File: src/rtl/led_pwm_driver.sv
`default_nettype none
// ============================================================================
// led_pwm_driver: Avalon-MM controlled 8-channel LED PWM with blink and invert.
// Revision: 1.0
// ============================================================================
module led_pwm_driver #(
  parameter int PRESCALE = 64
) (
  input  logic       clk,
  input  logic       reset_n,
  input  logic [7:0] pattern_in,
  input  logic [1:0] address,
  input  logic       chipselect,
  input  logic       write_n,
  input  logic [7:0] writedata,
  output logic [7:0] readdata,
  output logic [7:0] led_out
);

  localparam logic [15:0] PRESCALE_LAST = 16'(PRESCALE - 1);

  localparam logic [1:0] ADDR_BRIGHT = 2'd0;
  localparam logic [1:0] ADDR_CTRL   = 2'd1;
  localparam logic [1:0] ADDR_PERIOD = 2'd2;
  localparam logic [1:0] ADDR_STATUS = 2'd3;

  logic [7:0]  bright;
  logic [2:0]  ctrl;
  logic [7:0]  period;

  logic [15:0] prescaler;
  logic [7:0]  pwm_cnt;
  logic [7:0]  duty_sh;
  logic [7:0]  pat_sh;
  logic [7:0]  blink_cnt;
  logic        blink_phase;

  logic        en;
  logic        blink;
  logic        inv;
  logic        wr_en;
  logic        step;
  logic        frame_end;
  logic        pwm_on;
  logic        blink_active;
  logic [8:0]  blink_next;
  logic        blink_wrap;
  logic [7:0]  raw;

  assign en    = ctrl[0];
  assign blink = ctrl[1];
  assign inv   = ctrl[2];
  assign wr_en = chipselect & ~write_n;

  assign step      = en & (prescaler == PRESCALE_LAST);
  assign frame_end = step & (pwm_cnt == 8'hFF);

  // Full scale must be steady on, which the plain compare cannot express.
  assign pwm_on = (duty_sh == 8'hFF) | (pwm_cnt < duty_sh);

  assign blink_active = blink & (period != 8'd0);
  assign blink_next   = {1'b0, blink_cnt} + 9'd1;
  // >= rather than == so a PERIOD lowered below the running count still wraps.
  assign blink_wrap   = blink_next >= {1'b0, period};

  assign raw = pat_sh & {8{en & pwm_on & blink_phase}};

  // Register file
  always_ff @(posedge clk or negedge reset_n) begin
    if (!reset_n) begin
      bright <= 8'hFF;
      ctrl   <= 3'b001;
      period <= 8'h00;
    end else if (wr_en) begin
      case (address)
        ADDR_BRIGHT: bright <= writedata;
        ADDR_CTRL:   ctrl   <= writedata[2:0];
        ADDR_PERIOD: period <= writedata;
        default:     ;
      endcase
    end
  end

  // Prescaler and PWM position; both parked at zero while disabled.
  always_ff @(posedge clk or negedge reset_n) begin
    if (!reset_n) begin
      prescaler <= 16'd0;
      pwm_cnt   <= 8'd0;
    end else if (!en) begin
      prescaler <= 16'd0;
      pwm_cnt   <= 8'd0;
    end else if (step) begin
      prescaler <= 16'd0;
      pwm_cnt   <= pwm_cnt + 8'd1;
    end else begin
      prescaler <= prescaler + 16'd1;
    end
  end

  // Frame-boundary shadows keep a frame glitch-free under mid-frame updates.
  always_ff @(posedge clk or negedge reset_n) begin
    if (!reset_n) begin
      duty_sh <= 8'hFF;
      pat_sh  <= 8'h00;
    end else if (!en || frame_end) begin
      duty_sh <= bright;
      pat_sh  <= pattern_in;
    end
  end

  always_ff @(posedge clk or negedge reset_n) begin
    if (!reset_n) begin
      blink_cnt   <= 8'd0;
      blink_phase <= 1'b1;
    end else if (!en || !blink_active) begin
      blink_cnt   <= 8'd0;
      blink_phase <= 1'b1;
    end else if (frame_end) begin
      if (blink_wrap) begin
        blink_cnt   <= 8'd0;
        blink_phase <= ~blink_phase;
      end else begin
        blink_cnt   <= blink_next[7:0];
      end
    end
  end

  always_ff @(posedge clk or negedge reset_n) begin
    if (!reset_n) begin
      led_out <= 8'h00;
    end else begin
      led_out <= inv ? ~raw : raw;
    end
  end

  always_comb begin
    readdata = 8'h00;
    case (address)
      ADDR_BRIGHT: readdata = bright;
      ADDR_CTRL:   readdata = {5'b0, ctrl};
      ADDR_PERIOD: readdata = period;
      ADDR_STATUS: readdata = {5'b0, blink_phase, pwm_on, en};
      default:     readdata = 8'h00;
    endcase
  end

endmodule
`default_nettype wire

File: config.mk
export PLATFORM = sky130hd
export DESIGN_NAME = led_pwm_driver
export DESIGN_NICKNAME = d
export VERILOG_FILES = /design/src/rtl/led_pwm_driver.sv
export SDC_FILE = /design/constraint.sdc
export NUM_CORES = 1
export LEC_CHECK = 0
export CORE_ASPECT_RATIO = 0.7
export CORE_MARGIN = 2
export CORE_UTILIZATION = 50
export DETAILED_ROUTE_END_ITERATION = 16
export DONT_BUFFER_PORTS = 1
export PLACE_DENSITY_LB_ADDON = 0.12
export SYNTH_ARGS = -nofsm -noshare
export SYNTH_HDL_FRONTEND = slang
export SYNTH_SLANG_ARGS = --single-unit
File: constraint.sdc
create_clock -name clk -period 7.2 [get_ports clk]
set_clock_uncertainty 0.1 [all_clocks]
set_input_delay 1.44 -clock clk [delete_from_list [all_inputs] [get_ports clk]]
set_output_delay 1.44 -clock clk [all_outputs]
set_load 0.03 [all_outputs]
# ---- Word level (Yosys, flattened, before mapping)
# Index checks and enable logic that the tools add are counted.
dict set report totals {
  in_bits 22
  ff_bits 76
  output_inout_bits 16
  wordCells 57
}
dict set report op_classes {
  addsub 3
  n_bitwise 11
  reduce_logical 12
  mux 12
  order_cmp 2
  eq_ne 7
}
# operator count
set op_table {}
lappend op_table {{$mux 8} 6}
lappend op_table {{$mux 16} 2}
lappend op_table {{$pmux 8 s4} 1}
lappend op_table {{$add 16x1->16 const B} 1}
lappend op_table {{$eq 16x6->1 const B} 1}
lappend op_table {{$eq 8x8->1 const B} 2}
lappend op_table {{$add 8x1->9 const B} 1}
lappend op_table {{$ge 9x8->1} 1}
lappend op_table {{$add 8x1->8 const B} 1}
lappend op_table {{$and 8x8->8} 1}
lappend op_table {{$lt 8x8->1} 1}
lappend op_table {{$not 8->8} 1}
lappend op_table {{$reduce_and 2->1} 4}
lappend op_table {{$reduce_bool 8->1} 1}
lappend op_table {{$and 1x1->1} 6}
lappend op_table {{$eq 2x2->1 const B} 2}
lappend op_table {{$reduce_bool 2->1} 2}
lappend op_table {{$mux 1} 3}
lappend op_table {{$eq 2x1->1 const B} 1}
lappend op_table {{$logic_not 1->1} 2}
lappend op_table {{$logic_not 2->1} 1}
lappend op_table {{$logic_or 1x1->1} 2}
lappend op_table {{$ne 2x1->1 const B} 1}
lappend op_table {{$not 1->1} 2}
lappend op_table {{$or 1x1->1} 1}

# ---- Depth between registers and ports, before layout
dict set report depth {
  ltp_word 7
  mapped_depth 11
  mapped_depth_nobuf 11
}

# ---- Worst setup path before layout
# No wires, ideal clock.
dict set report synth_path {
  kind {input to output}
  start {input port address[1]}
  end {output port readdata[0]}
  n_path_buf 1
  t_arrival_ps 2636
  path_slack_ps 3024
  required_ps 5660
  stages 3
  cell_sequence {clkbuf_1 > mux2i_1 > o21ai_0}
}
dict set report synth_between {
  elab_chain_len 2
  elab_cells_between_ends 5
  cone_classes {eq/ne (3); mux (1); reduce/logical (1)}
}
# element line
set synth_lines {}
lappend synth_lines {{from (decl)} 12} ;# input logic [1:0] address,
lappend synth_lines {{$eq 2x2->1, or another cell as far along} 138} ;# case (address)
lappend synth_lines {{$pmux 8 s4 *} 138}
lappend synth_lines {{to (decl)} 16} ;# output logic [7:0] readdata,
# Every way passes the cells marked *; elsewhere a longest branch is shown, timed or not.

# ---- Final worst setup path
dict set report layout_path {
  start {register duty_sh[1]}
  end {output port readdata[1]}
}
dict set report layout_between {
  elab_chain_len 3
  elab_cells_between_ends 4
  cone_classes {order compare (1); eq/ne (1); mux (1); bitwise (1)}
}
# element line
set layout_lines {}
lappend layout_lines {{from (decl)} 33} ;# logic [7:0] duty_sh;
lappend layout_lines {{from (signal assigned)} 106} ;# duty_sh <= bright;
lappend layout_lines {{$lt 8x8->1 or $eq 8x8->1 (tied branches)} 59} ;# assign pwm_on = (duty_sh == 8'hFF) | (pwm_cnt < duty_sh);
lappend layout_lines {{$or 1x1->1 *} 59}
lappend layout_lines {{$pmux 8 s4 *} 138}
# Marked as above.

==> run metrics <==
largest net degree at the start of global routing 77; Least-Margin Pin Slew 0.941 ns; Clk pin slew, worst setup/hold paths 0.07 ns; core footprint 0.00738 mm2; Setup violations, final 0; layout cell share with drive strength beyond 1 0.152; CP Buf/Inv Count 1; Hold Crit Endpoint pat_sh[6]; Min-Delay Startpoint pat_sh[6]; R2R Setup Slk 4.03 ns; Tot Pwr 0.00114 W; # diodes 0; Worst EP arrival 2.69 ns; routability cong. 0.786; Syn Nets 409; worst path required time 5.66 ns; RSZ-0062 raised after global routing no; fin nets 410; cells resized by post-CTS repair 0; fin. max-slew vios 0; synth top area cells dfrtp_1 38%, dfstp_2 12%, mux2_2 6.1%; setup bufs post-CTS 0; hold path cells 1; vias in the first global route 2574; Leakage Power 1.84 nW; total CTS buffers 9; R2R Path Start blink_cnt[0]; RR Endpoint blink_cnt[5]; Die X 109 um; Synth Instances 369; Peak VDD IR 0.000180 V; first-pass GRT wire length 13.4 mm; Synth Register Bits 76; fraction of registers with async set/reset 1.00; die height 77.5 um; Initial DRC Count 170; dpl cells 457; Final Hold Fails 0; Layout area overhead 7.42%; Pre-antenna DRT Iters 4; crit path kind flip-flop to output port; Post-route DRC 0; worst path cell trace inv_1 -> ha_1 -> a2111oi_0 -> a2111oi_0 -> nor2_1 -> mux4_2; Seq/Total Area, Yosys 0.498; Avg Cell Area, Syn 10.5 um2; Register Area 0.00192 mm2; die area 0.00846 mm2; Rows 26; Place WS 3.35 ns; status completed; final wirelength 8.00 mm; antenna violations before repair 0; period utilization 0.588; Global Route Usage Sum 0.211; initial core utilization 0.523; drt via density 5.50; # port buffers 0; routed len/inst 16.9 um; CP Max Fanout 9; Setup TNS Final 0 ns; via count 2603; Max Buffers Root-to-Sink 2; Min-Delay Path Class flip-flop to flip-flop; DRT antenna net count 0; grt total ovfl 0; clock root buffer master clkbuf_8; synthesis warning total 0; Multi-input gate area 0.00183 mm2; Yosys cell types 43; setup ws final 2.97 ns; most used cell, CP a2111oi_0; number of synthesized flops with an enable pin 0; mapped cell area 0.00386 mm2; Post-Layout Cell Count 473; Crit path max-delay family simple AND/OR/NAND/NOR gates; CTS tree yes; Post-CTS Hold Buffers 0; Final min period 4.23 ns; PwrDens 276 mW/mm2; Clk Latency, worst-skew pair 0.36 ns; Startpoint Class flip-flop; cell taking the most area after synthesis dfrtp_1; htree depth 3; slowest CP cell nor2_1; Worst setup EP type output port; clk sink count 76; Critical Path Max Stage Delay 0.55 ns; Synth top area share 0.376; Max-slew headroom 0.366; IO Count 38; Layout fillers 637; ys flop type dfrtp_1; Max Freq 236 MHz; Post-DP HPWL 5.71 mm; max cap viols 0; depth of the worst register-to-register path 10
==> cell type report <==
| cell class | instances | share of cell area |
|---|---|---|
| clock buffer | 15 | 0.0401 |
| clock inverter | 1 | 0.00724 |
| inverter | 17 | 0.0154 |
| multi-input combinational | 264 | 0.440 |
| sequential | 76 | 0.464 |
| tap | 98 | 0.0296 |
| timing repair buffer | 2 | 0.00362 |
==> power breakdown <==
part / internal, W / switching, W
Combinational: 0.0000811 / 0.000107
Sequential: 0.000523 / 0.000103
Clock: 0.000180 / 0.000151
==> layer usage <==
metal	GRT usage	vias to the layer above	share of wire
met5	0	-	0
met3	0.0857	11	0.073
met2	0.272	59	0.40
met1	0.323	1255	0.52
li1	-	1278	-
met4	0.0564	0	0.011
==> how the worst max path moves through the flow <==
| stage | start | end | slack, ns | cells past startpoint |
|---|---|---|---|---|
| 6_report | duty_sh[1] | readdata[1] | 2.97 | 6 |
| 2_1_floorplan | address[1] | readdata[0] | 3.02 | 3 |
| 3_3_place_gp | duty_sh[1] | readdata[1] | 3.39 | 6 |
| 4_1_cts | duty_sh[1] | readdata[1] | 2.96 | 6 |
| 5_1_grt | duty_sh[1] | readdata[1] | 2.84 | 6 |
| 3_5_place_dp | duty_sh[1] | readdata[1] | 3.35 | 6 |
==> cells by family after synthesis <==
group | Yosys count | share of synthesized area
adder cells (fa/ha/maj) | 18 | 0.0583
buffers and inverters | 29 | 0.0288
multiplexers | 29 | 0.0884
XOR/XNOR | 35 | 0.0794
AO/OA/AOI/OAI | 42 | 0.0680
AND/OR/NAND/NOR | 140 | 0.179
flip-flops | 76 | 0.498
==> cells in the final DEF, fill, tap and decap left out, types with 2 or more instances in the layout <==
master      n
nor3b_1     2
inv_1      17
mux4_2      2
nand2b_1    3
nand3_1    24
o21ai_0    21
xnor2_1    19
xor2_1     16
dfrtp_1    58
or3_1       3
and2_1     10
or4_1       3
nor2_1     28
a21boi_0    2
nor3_1      5
nand4_1     5
mux2i_1     6
nor4_1      3
dfstp_2    18
a21oi_1     5
nor2b_1     3
mux2_2     21
clkbuf_1    4
a2111oi_0   2
ha_1       18
a22o_1      4
nand2_1    40
and3_1      6
buf_4       2
clkbuf_8   11
==> metrics by stage <==
stage,area (um2),util,hold slack (ns)
final,4150,0.562,0.409
after CTS,4150,0.562,0.410
after detailed placement,3950,0.535,0.397
after global routing,4150,0.562,0.425
after floorplan,3860,-,0.365
after global placement,3950,0.535,0.390
==> synthesized netlist by cell type, types with 4 or more instances <==
library cell  instances
a21oi_1               5
a22o_1                4
and2_1               10
and3_1                6
clkbuf_1              9
dfrtp_1              58
dfstp_2              18
ha_1                 18
inv_1                17
mux2_2               21
mux2i_1               6
nand2_1              40
nand3_1              24
nand4_1               5
nor2_1               28
nor3_1                5
o21ai_0              21
xnor2_1              19
xor2_1               16
==> sequential cells by signal, summed over array words and instances (netlist names) <==
name / cells
ctrl: 3
pwm_cnt: 8
prescaler: 16
pat_sh: 8
blink_phase: 1
period: 8
blink_cnt: 8
bright: 8
duty_sh: 8
led_out: 8
No activity file was read; power rests on OpenSTA's default activity.
